===== src/rtl/processor_controller_if.sv =====
// Bus between the controller and the ROM / register file / data RAM / ALU.
// The controller drives the master side; the datapath sits on the slave side.
interface processor_controller_if #(
  parameter int PC_WIDTH       = 7,
  parameter int INSTR_WIDTH    = 16,
  parameter int D_ADDR_WIDTH   = 8,
  parameter int REG_ADDR_WIDTH = 4
);
  logic [INSTR_WIDTH-1:0]    Instr;
  logic [PC_WIDTH-1:0]       PC_Addr;
  logic [D_ADDR_WIDTH-1:0]   D_Addr;
  logic                      D_Wr;
  logic                      RF_Sel;
  logic [REG_ADDR_WIDTH-1:0] RF_W_Addr;
  logic                      RF_W_En;
  logic [REG_ADDR_WIDTH-1:0] RF_Ra_Addr;
  logic [REG_ADDR_WIDTH-1:0] RF_Rb_Addr;
  logic [2:0]                ALU_Sel;
  logic                      Halted;
  logic [3:0]                State;

  modport master (
    input  Instr,
    output PC_Addr, D_Addr, D_Wr, RF_Sel, RF_W_Addr, RF_W_En,
           RF_Ra_Addr, RF_Rb_Addr, ALU_Sel, Halted, State
  );

  modport slave (
    output Instr,
    input  PC_Addr, D_Addr, D_Wr, RF_Sel, RF_W_Addr, RF_W_En,
           RF_Ra_Addr, RF_Rb_Addr, ALU_Sel, Halted, State
  );
endinterface


===== src/rtl/processor_controller.sv =====
// Multi-cycle controller: PC, IR and a Moore FSM that fetches, decodes and
// sequences register-file / data-RAM / ALU control for each instruction.
module processor_controller #(
  parameter int PC_WIDTH       = 7,
  parameter int INSTR_WIDTH    = 16,
  parameter int D_ADDR_WIDTH   = 8,
  parameter int REG_ADDR_WIDTH = 4
) (
  input logic Clk,
  input logic Reset,
  processor_controller_if.master bus
);
  localparam logic [3:0] S_INIT   = 4'd0;
  localparam logic [3:0] S_FETCH  = 4'd1;
  localparam logic [3:0] S_DECODE = 4'd2;
  localparam logic [3:0] S_NOOP   = 4'd3;
  localparam logic [3:0] S_LOAD_A = 4'd4;
  localparam logic [3:0] S_LOAD_B = 4'd5;
  localparam logic [3:0] S_STORE  = 4'd6;
  localparam logic [3:0] S_ADD    = 4'd7;
  localparam logic [3:0] S_SUB    = 4'd8;
  localparam logic [3:0] S_HALT   = 4'd9;

  localparam logic [3:0] OP_STORE = 4'b0001;
  localparam logic [3:0] OP_LOAD  = 4'b0010;
  localparam logic [3:0] OP_ADD   = 4'b0011;
  localparam logic [3:0] OP_SUB   = 4'b0100;
  localparam logic [3:0] OP_HALT  = 4'b0101;

  logic [3:0]             state_q, state_d;
  logic [PC_WIDTH-1:0]    pc_q, pc_d;
  logic [INSTR_WIDTH-1:0] ir_q, ir_d;
  logic [3:0]             opcode;

  assign opcode = ir_q[INSTR_WIDTH-1 -: 4];

  always_comb begin
    state_d = state_q;
    pc_d    = pc_q;
    ir_d    = ir_q;
    unique case (state_q)
      S_INIT:   state_d = S_FETCH;
      S_FETCH: begin
        ir_d    = bus.Instr;
        pc_d    = pc_q + PC_WIDTH'(1);
        state_d = S_DECODE;
      end
      S_DECODE: begin
        // Unknown opcodes fall through to the NOOP path.
        case (opcode)
          OP_STORE: state_d = S_STORE;
          OP_LOAD:  state_d = S_LOAD_A;
          OP_ADD:   state_d = S_ADD;
          OP_SUB:   state_d = S_SUB;
          OP_HALT:  state_d = S_HALT;
          default:  state_d = S_NOOP;
        endcase
      end
      S_LOAD_A: state_d = S_LOAD_B;
      S_HALT:   state_d = S_HALT;
      S_NOOP, S_LOAD_B, S_STORE, S_ADD, S_SUB: state_d = S_FETCH;
      default:  state_d = S_INIT;
    endcase
  end

  always_ff @(posedge Clk) begin
    if (Reset) begin
      state_q <= S_INIT;
      pc_q    <= '0;
      ir_q    <= '0;
    end else begin
      state_q <= state_d;
      pc_q    <= pc_d;
      ir_q    <= ir_d;
    end
  end

  always_comb begin
    bus.PC_Addr    = pc_q;
    bus.State      = state_q;
    bus.D_Addr     = '0;
    bus.D_Wr       = 1'b0;
    bus.RF_Sel     = 1'b0;
    bus.RF_W_Addr  = '0;
    bus.RF_W_En    = 1'b0;
    bus.RF_Ra_Addr = '0;
    bus.RF_Rb_Addr = '0;
    bus.ALU_Sel    = 3'b000;
    bus.Halted     = 1'b0;
    case (state_q)
      // LOAD_A only presents the address; the write lands a cycle later
      // once the synchronous RAM has its data out.
      S_LOAD_A: begin
        bus.D_Addr = ir_q[11:4];
        bus.RF_Sel = 1'b1;
      end
      S_LOAD_B: begin
        bus.D_Addr    = ir_q[11:4];
        bus.RF_Sel    = 1'b1;
        bus.RF_W_Addr = ir_q[3:0];
        bus.RF_W_En   = 1'b1;
      end
      S_STORE: begin
        bus.D_Addr     = ir_q[7:0];
        bus.RF_Ra_Addr = ir_q[11:8];
        bus.D_Wr       = 1'b1;
      end
      S_ADD, S_SUB: begin
        bus.RF_Ra_Addr = ir_q[11:8];
        bus.RF_Rb_Addr = ir_q[7:4];
        bus.RF_W_Addr  = ir_q[3:0];
        bus.RF_W_En    = 1'b1;
        bus.ALU_Sel    = (state_q == S_ADD) ? 3'b001 : 3'b010;
      end
      S_HALT:  bus.Halted = 1'b1;
      default: ;
    endcase
  end
endmodule


===== src/flat_wrapper.sv =====
// flat-port wrapper written by rule: the top's interface ports become plain ports
module processor_controller_flat 
#(
  parameter int PC_WIDTH       = 7,
  parameter int INSTR_WIDTH    = 16,
  parameter int D_ADDR_WIDTH   = 8,
  parameter int REG_ADDR_WIDTH = 4
)
  (Clk, Reset, bus_Instr, bus_PC_Addr, bus_D_Addr, bus_D_Wr, bus_RF_Sel, bus_RF_W_Addr, bus_RF_W_En, bus_RF_Ra_Addr, bus_RF_Rb_Addr, bus_ALU_Sel, bus_Halted, bus_State);
  processor_controller_if #(.PC_WIDTH(PC_WIDTH), .INSTR_WIDTH(INSTR_WIDTH), .D_ADDR_WIDTH(D_ADDR_WIDTH), .REG_ADDR_WIDTH(REG_ADDR_WIDTH)) bus_i ();
  input logic Clk;
  input logic Reset;
  input wire logic [$bits(bus_i.Instr)-1:0] bus_Instr;
  output wire logic [$bits(bus_i.PC_Addr)-1:0] bus_PC_Addr;
  output wire logic [$bits(bus_i.D_Addr)-1:0] bus_D_Addr;
  output wire logic [$bits(bus_i.D_Wr)-1:0] bus_D_Wr;
  output wire logic [$bits(bus_i.RF_Sel)-1:0] bus_RF_Sel;
  output wire logic [$bits(bus_i.RF_W_Addr)-1:0] bus_RF_W_Addr;
  output wire logic [$bits(bus_i.RF_W_En)-1:0] bus_RF_W_En;
  output wire logic [$bits(bus_i.RF_Ra_Addr)-1:0] bus_RF_Ra_Addr;
  output wire logic [$bits(bus_i.RF_Rb_Addr)-1:0] bus_RF_Rb_Addr;
  output wire logic [$bits(bus_i.ALU_Sel)-1:0] bus_ALU_Sel;
  output wire logic [$bits(bus_i.Halted)-1:0] bus_Halted;
  output wire logic [$bits(bus_i.State)-1:0] bus_State;
  assign bus_i.Instr = bus_Instr;
  assign bus_PC_Addr = bus_i.PC_Addr;
  assign bus_D_Addr = bus_i.D_Addr;
  assign bus_D_Wr = bus_i.D_Wr;
  assign bus_RF_Sel = bus_i.RF_Sel;
  assign bus_RF_W_Addr = bus_i.RF_W_Addr;
  assign bus_RF_W_En = bus_i.RF_W_En;
  assign bus_RF_Ra_Addr = bus_i.RF_Ra_Addr;
  assign bus_RF_Rb_Addr = bus_i.RF_Rb_Addr;
  assign bus_ALU_Sel = bus_i.ALU_Sel;
  assign bus_Halted = bus_i.Halted;
  assign bus_State = bus_i.State;
  processor_controller #(.PC_WIDTH(PC_WIDTH), .INSTR_WIDTH(INSTR_WIDTH), .D_ADDR_WIDTH(D_ADDR_WIDTH), .REG_ADDR_WIDTH(REG_ADDR_WIDTH)) u_core (.Clk(Clk), .Reset(Reset), .bus(bus_i));
endmodule

===== config.mk =====
export PLATFORM = sky130hd
export DESIGN_NAME = processor_controller_flat
export DESIGN_NICKNAME = d
export VERILOG_FILES = /design/src/rtl/processor_controller_if.sv /design/src/rtl/processor_controller.sv /design/src/flat_wrapper.sv
export SDC_FILE = /design/constraint.sdc
export NUM_CORES = 1
export LEC_CHECK = 0
export BUFFER_PORTS_ARGS = -buffer_cell sky130_fd_sc_hd__buf_4
export CORE_MARGIN = 1.5
export CORE_UTILIZATION = 40
export DETAILED_ROUTE_END_ITERATION = 7
export GPL_ROUTABILITY_DRIVEN = 0
export PLACE_DENSITY = 0.71
export SLEW_MARGIN = 25
export SYNTH_ARGS = -nofsm -noshare
export SYNTH_HDL_FRONTEND = slang
export SYNTH_SLANG_ARGS = --single-unit

===== constraint.sdc =====
create_clock -name Clk -period 1.7 [get_ports Clk]
set_input_delay 0.085 -clock Clk [delete_from_list [all_inputs] [get_ports Clk]]
set_output_delay 0.085 -clock Clk [all_outputs]
set_load 0.02 [all_outputs]

==> impl_metrics.toml, run 1 <==
[setup_path]
timing.rr.end = "u_core.bus.PC_Addr[3]$_SDFFE_PP0P_"
cp.buffers_inverters = 2
r2r_slack_ps = 0
critPathCaptureType = "output port"
cp_top_family = "simple AND/OR/NAND/NOR gates"
endpoint = "bus_RF_W_Addr[3]"
crit_type = "reg2out"
startpoint = "u_core.bus.State[0]$_SDFF_PP0_"
reg2reg_depth = 3
cp.depth = 5
arrival_ps = 1680
slowest_stage = "dfxtp_2"
slowest_delay_ps = 350
worstPathCellList = "buf_8, nor4b_4, a21o_1, and2_4, buf_6"
r2r-start = "u_core.bus.State[3]$_SDFF_PP0_"
worstSetupStartpointType = "flip-flop"
critPathRequiredTime_ps = 1620
cp_max_fo = 5

[synthesis]
synthFlopType = "dfxtp_1"
synth_seq_cells = 27
netlist_top_cells_count = "37 x nand2_1, 27 x dfxtp_1, 20 x a21oi_1"
synth_top_area_share_pct = 39.49
async_flop_share_pct = 0
synth_top_cell_by_area = "dfxtp_1"
postSynthAreaPerCell_sq_um = 7.958
yosysWarnings = 0
synth_enable_flop_cells = 0
synth.most_common_cell = "nand2_1"
syn_inst = 172
ys_types = 37
synth.yosys.seq_area_share_pct = 39.49
synth_area_leaders = "dfxtp_1 39%, nand2_1 10%, a21oi_1 7.3%"
synth_nets = 191
netlist_area_sq_mm = 0.001369

[global_routing]
antenna_found_initial = 0
grt_pass1_wl_mm = 5.375
overflow = 0
grt.total_usage_pct = 18.92
grt_pass1_vias = 1195
grt_max_degree = 31

[worst_hold_path]
hp-class = "in2reg"
whs_path_depth = 3

[sta]
fin_hold_ws_ps = 2.138
setup_violations = 8
setup_tns_ps = -287.8
maxSlewViolCount = 0
period_minus_slack_ps = 1768
finalClockSkew_ps = 4.917
max_freq_ghz = 0.5655
finalWorstSetupSlack_ps = -68.34
finalCritPeriodShare_pct = 104.0
hold_viol = 0
rsz0062_at_grt = "true"

[power_and_ir_drop]
power_density_mw_per_mm2 = 996.1
power_mw = 2.263
worst_ir_drop_vdd_mv = 0.7549
p_leak_nw = 1.015

[finish]
fin_nets = 270
drive_above_1_share_pct = 40.80
diodes = 0
area_delta_synth_final_pct = 66.00
fillerInstances = 281
final_util_pct = 68.63

[clocking]
clkTransAtPathRegs_ps = 140
htree_num_levels = 1
cts_root_buf = "clkbuf_4"
clock-sinks = 27
cts_buffers = 3
cts_tree = "done"
clk_path_buf_depth = 2
insertion_delay_ps = 320

[detailed_routing]
drcViolationCount = 0
dr.pass1.iters = 4
vias_per_cell = 5.027
ant_nets = 0
num_vias = 1488
drtIter0Drc = 94
wl_mm = 4.004
wl_per_cell_um = 13.53

[floorplanning]
die_w_um = 61.50
die-height_um = 61.50
start_util_pct = 41.35
io_pins = 56
die_area_sq_mm = 0.003782
coreArea_sq_mm = 0.003311
rows = 21

[placed_design]
dpl.hpwl_mm = 2.411
post-place-ws_ps = 48.84
portBuffers = 54

[status]
status = "finished, violations left"
violations = "setup timing"

[flow_run]
maxCapViolCount = 0
-- cell usage in the layout, fill, tap and decap left out, types with 3 or more instances in the layout --
cell / instances
buf_4: 51
buf_6: 17
nor3_1: 4
dfxtp_1: 23
dfxtp_2: 3
nor2_1: 5
a22o_1: 8
o21ai_0: 5
or3_1: 3
and2_4: 12
nand3_1: 3
buf_8: 4
a21oi_1: 20
clkbuf_4: 3
dlygate4sd3_1: 15
nand2_1: 37
nor2b_1: 5
-- registers in the layout (all words and copies together), names as in the netlist --
name	cells
u_core.ir_q	16
u_core.bus.PC_Addr	7
u_core.bus.State	4
-- stage by stage --
| step | cells | area, sq um |
|---|---|---|
| finish | 296 | 2272 |
| CTS | 288 | 2130 |
| detailed placement | 267 | 1873 |
| global placement | 267 | 1873 |
| floorplan | 172 | 1424 |
| global route | 296 | 2272 |
-- what timing repair did --
action | 4_1_cts | 5_1_grt
resized for setup | 24 | 21
setup endpoints to repair | 21 | 30
hold buffers | 11 | 4
pin swaps | 5 | 5
endpoints found under the hold margin | 11 | 4
buffers inserted | 6 | 4
-- worst min path at each step --
stage,start,endpoint,slack [ps]
6_report,bus_Instr[2],u_core.ir_q[2]$_SDFFE_PP0P_,2
5_1_grt,bus_Instr[2],u_core.ir_q[2]$_SDFFE_PP0P_,1
4_1_cts,bus_Instr[2],u_core.ir_q[2]$_SDFFE_PP0P_,0.7
3_5_place_dp,bus_Instr[9],u_core.ir_q[9]$_SDFFE_PP0P_,340
3_3_place_gp,bus_Instr[10],u_core.ir_q[10]$_SDFFE_PP0P_,330
2_1_floorplan,bus_Instr[0],u_core.ir_q[0]$_SDFFE_PP0P_,220
-- where the power goes --
group	switching, mW	internal (mW)
registers	0.137	0.773
clock network	0.184	0.0918
logic	0.582	0.496
-- metal layers --
| metal | wire (um) | share of wire, % | global-route usage, % | vias up |
|---|---|---|---|---|
| met5 | 0 | 0 | 0 | - |
| met4 | 21 | 0.52 | 3.647 | 0 |
| met3 | 132 | 3.3 | 4.622 | 2 |
| met2 | 2132 | 53 | 31.43 | 30 |
| met1 | 1718 | 43 | 25.13 | 711 |
| li1 | - | - | - | 745 |
-- worst register-to-register path, stage by stage (launching register included) --
cell and delay [ps]:
dfxtp_2 360, or4b_1 720, or3_1 420, a21oi_1 140
-- area by class of cell --
type                            count  area [sq um]  area share, %
Clock buffer                        4         26.28          1.156
Sequential cell                    27         548.0          24.12
Inverter                            2         7.507         0.3304
Timing Repair Buffer               87         784.5          34.53
Tap cell                           46         57.56          2.533
Multi-Input combinational cell    130         848.3          37.33
-- kinds of logic (layout without fill, tap and decap cells) --
family | count (synthesis) | after routing | share of synthesized area (%)
simple gates | 82 | 82 | 31.44
compound gates | 41 | 41 | 19.10
flops | 27 | 27 | 39.49
buf+inv | 15 | 93 | 5.210
xor+xnor | 3 | 3 | 1.920
mux | 2 | 2 | 1.645
fa+ha+maj | 1 | 1 | 0.9139
other cells | 1 | 1 | 0.2740
(Power assumes the default switching activity.)
==> inputs of run 2 (changes only) <==
--- a/config.mk
+++ b/config.mk
@@ -6,11 +6,10 @@
 export NUM_CORES = 1
 export LEC_CHECK = 0
 export BUFFER_PORTS_ARGS = -buffer_cell sky130_fd_sc_hd__buf_4
-export CORE_MARGIN = 1.5
 export CORE_UTILIZATION = 40
 export DETAILED_ROUTE_END_ITERATION = 7
 export GPL_ROUTABILITY_DRIVEN = 0
-export PLACE_DENSITY = 0.71
+export PLACE_DENSITY = 0.68
 export SLEW_MARGIN = 25
 export SYNTH_ARGS = -nofsm -noshare
 export SYNTH_HDL_FRONTEND = slang
==> constraint.sdc (replaced) <==
create_clock -name Clk -period 1.8 [get_ports Clk]
set_input_delay 0.09 -clock Clk [delete_from_list [all_inputs] [get_ports Clk]]
set_output_delay 0.09 -clock Clk [all_outputs]
set_load 0.02 [all_outputs]
==> run 2 against run 1 <==
Net effect: the flow now finishes without violations; flip-flop and latch count unchanged; die area fell by 3.2%; via count fell by 2.8%; worst hold slack better by 120 ps; design area shrank 7.9%; wire length fell by 6.3%; sequential share of layout area up 1.8 points; critical path depth grew 1; clock skew increased by 6.7 ps; cell count down 3.0%; critical endpoint is now bus_RF_Rb_Addr[1]; largest power group unchanged; highest routed layer unchanged.
==> impl_metrics.toml, run 2 (synthesized netlist as in run 1, its figures left out) <==
[detailed_routing]
ant_nets = 0
drtIter0Drc = 47
wl_mm = 3.752
wl_per_cell_um = 13.07
num_vias = 1447
drcViolationCount = 0
dr.pass1.iters = 4
vias_per_cell = 5.042

[global_routing]
grt_pass1_vias = 1361
grt_pass1_wl_mm = 5.892
grt.total_usage_pct = 21.17
grt_max_degree = 31
overflow = 0
antenna_found_initial = 0

[finish]
instances_no_fill = 287
drive_above_1_share_pct = 33.33
final_common_cell = "buf_4"
fillerInstances = 283
final-seq-area_sq_um = 543.0
diodes = 0
final_cell_mix = "56 x buf_4, 37 x nand2_1, 25 x dfxtp_1"
largest_reg_flops = 16
area_delta_synth_final_pct = 52.83
fin_nets = 263
top_register = "u_core.ir_q"
multiInputGateArea_sq_um = 785.8

[floorplanning]
coreArea_sq_mm = 0.003153
io_pins = 56
start_util_pct = 43.41
die_area_sq_mm = 0.003660
rows = 20
die_w_um = 60.50
die-height_um = 60.50

[power_and_ir_drop]
p_sw_mw = 0.8133
clockPowerShare_pct = 13.2
p_int_mw = 1.216
p_leak_nw = 0.9269
p_comb_share_pct = 45.0
power_density_mw_per_mm2 = 969.8
worst_ir_drop_vdd_mv = 0.5509
sw_frac_of_total_pct = 40.09
sequentialPowerShare_pct = 41.8

[placed_design]
placed_cells = 266
dpl.hpwl_mm = 2.600
portBuffers = 54

[sta]
max_freq_ghz = 0.5705
finalClockSkew_ps = 11.62
setup_violations = 0
hold_viol = 0
maxSlewViolCount = 0
period_minus_slack_ps = 1753
setup_tns_ps = 0
fin_hold_ws_ps = 117.2
finalCritPeriodShare_pct = 97.39
rsz0062_at_grt = "true"

[clocking]
clkTransAtPathRegs_ps = 150
clk_path_buf_depth = 2
htree_num_levels = 1
cts_root_buf = "clkbuf_4"
cts_buffers = 3
clock-sinks = 27
insertion_delay_ps = 330
cts_tree = "done"

[flow_run]
maxCapViolCount = 0

[setup_path]
critPathRequiredTime_ps = 1710
critPathCaptureType = "output port"
slowest_stage = "dfxtp_2"
reg2reg_depth = 4
crit_type = "reg2out"
worstSetupStartpointType = "flip-flop"
crit_top_cell = "buf_4"
arrival_ps = 1660
timing.rr.end = "u_core.bus.PC_Addr[2]$_SDFFE_PP0P_"
cp_max_fo = 9
r2r-start = "u_core.bus.State[3]$_SDFF_PP0_"
worstPathCellList = "buf_6, nor2b_1, buf_4, a31o_2, and2_1, buf_4"
cp_top_family = "buffers and inverters"
slowest_delay_ps = 350
cp.buffers_inverters = 3
r2r_slack_ps = 120

[worst_hold_path]
hp-start = "Reset"
min_to = "u_core.bus.PC_Addr[0]$_SDFFE_PP0P_"
whs_path_depth = 2
hp-class = "in2reg"

[status]
status = "finished, final reports clean"
[run 2: worst max path at each step]
stage	start	endpoint	slack, ps	cells after the start
final	u_core.bus.State[2]$_SDFF_PP0_	bus_RF_Rb_Addr[1]	50	6
after global routing	u_core.bus.State[0]$_SDFF_PP0_	bus_RF_Ra_Addr[0]	-40	5
after CTS	u_core.bus.State[2]$_SDFF_PP0_	bus_RF_Rb_Addr[1]	8	6
after detailed placement	u_core.bus.State[3]$_SDFF_PP0_	u_core.bus.PC_Addr[2]$_SDFFE_PP0P_	150	4
after global placement	u_core.bus.State[3]$_SDFF_PP0_	u_core.bus.PC_Addr[2]$_SDFFE_PP0P_	160	4
after floorplan	u_core.bus.State[1]$_SDFF_PP0_	bus_D_Addr[0]	-20	4
[run 2: metal layers]
metal | global-route usage [%] | vias to the layer above | routed length [um]
met5 | 0 | - | 0
met4 | 5.519 | 0 | 15
met3 | 4.264 | 2 | 113
met2 | 39.09 | 31 | 1939
met1 | 24.87 | 684 | 1683
li1 | - | 730 | -
[run 2: power by group through the flow]
stage	Clock (mW)	Sequential, mW	Combinational [mW]
2_1_floorplan	0	0.880	0.534
3_3_place_gp	0	0.845	0.839
3_5_place_dp	0	0.854	0.862
4_1_cts	0.278	0.845	0.907
5_1_grt	0.299	0.864	1.02
6_report	0.268	0.848	0.913
[run 2: what timing repair did]
| item | 4_1_cts | 5_1_grt |
|---|---|---|
| hold endpoints to repair | 16 | 0 |
| hold buffers | 16 | 0 |
| setup endpoints to repair | 11 | 20 |
| pin swaps | 3 | 0 |
| gates resized for setup | 5 | 9 |
| setup buffers | 0 | 1 |
[run 2: worst reg2reg max path, delay by kind of cell (launching register included)]
| family | cells | cell delay, ps |
|---|---|---|
| buffers and inverters | 1 | 220 |
| and+or+nand+nor | 2 | 940 |
| AOI/OAI and AO/OA | 1 | 130 |
| DFF | 1 | 340 |
[run 2: final cells by class]
type,instances,share of cell area [%]
Clock inverter,1,0.3589
Timing Repair Buffer,80,32.06
Inverter,2,0.3589
Clock buffer,3,1.077
Multi-Input combinational cell,130,37.56
Sequential cell,27,25.96
Tap cell,44,2.632
[run 2: stage by stage]
stage               setup slack [ps]  total power [mW]  util [%]  cell area (sq um)
global route                  -38.58             2.178     66.35               2092
detailed placement             148.8             1.716     58.61               1848
CTS                            8.347             2.030     65.08               2052
global placement               158.0             1.684     58.61               1848
floorplan                     -16.87             1.415         -               1384
finish                         47.00             2.029     66.35               2092
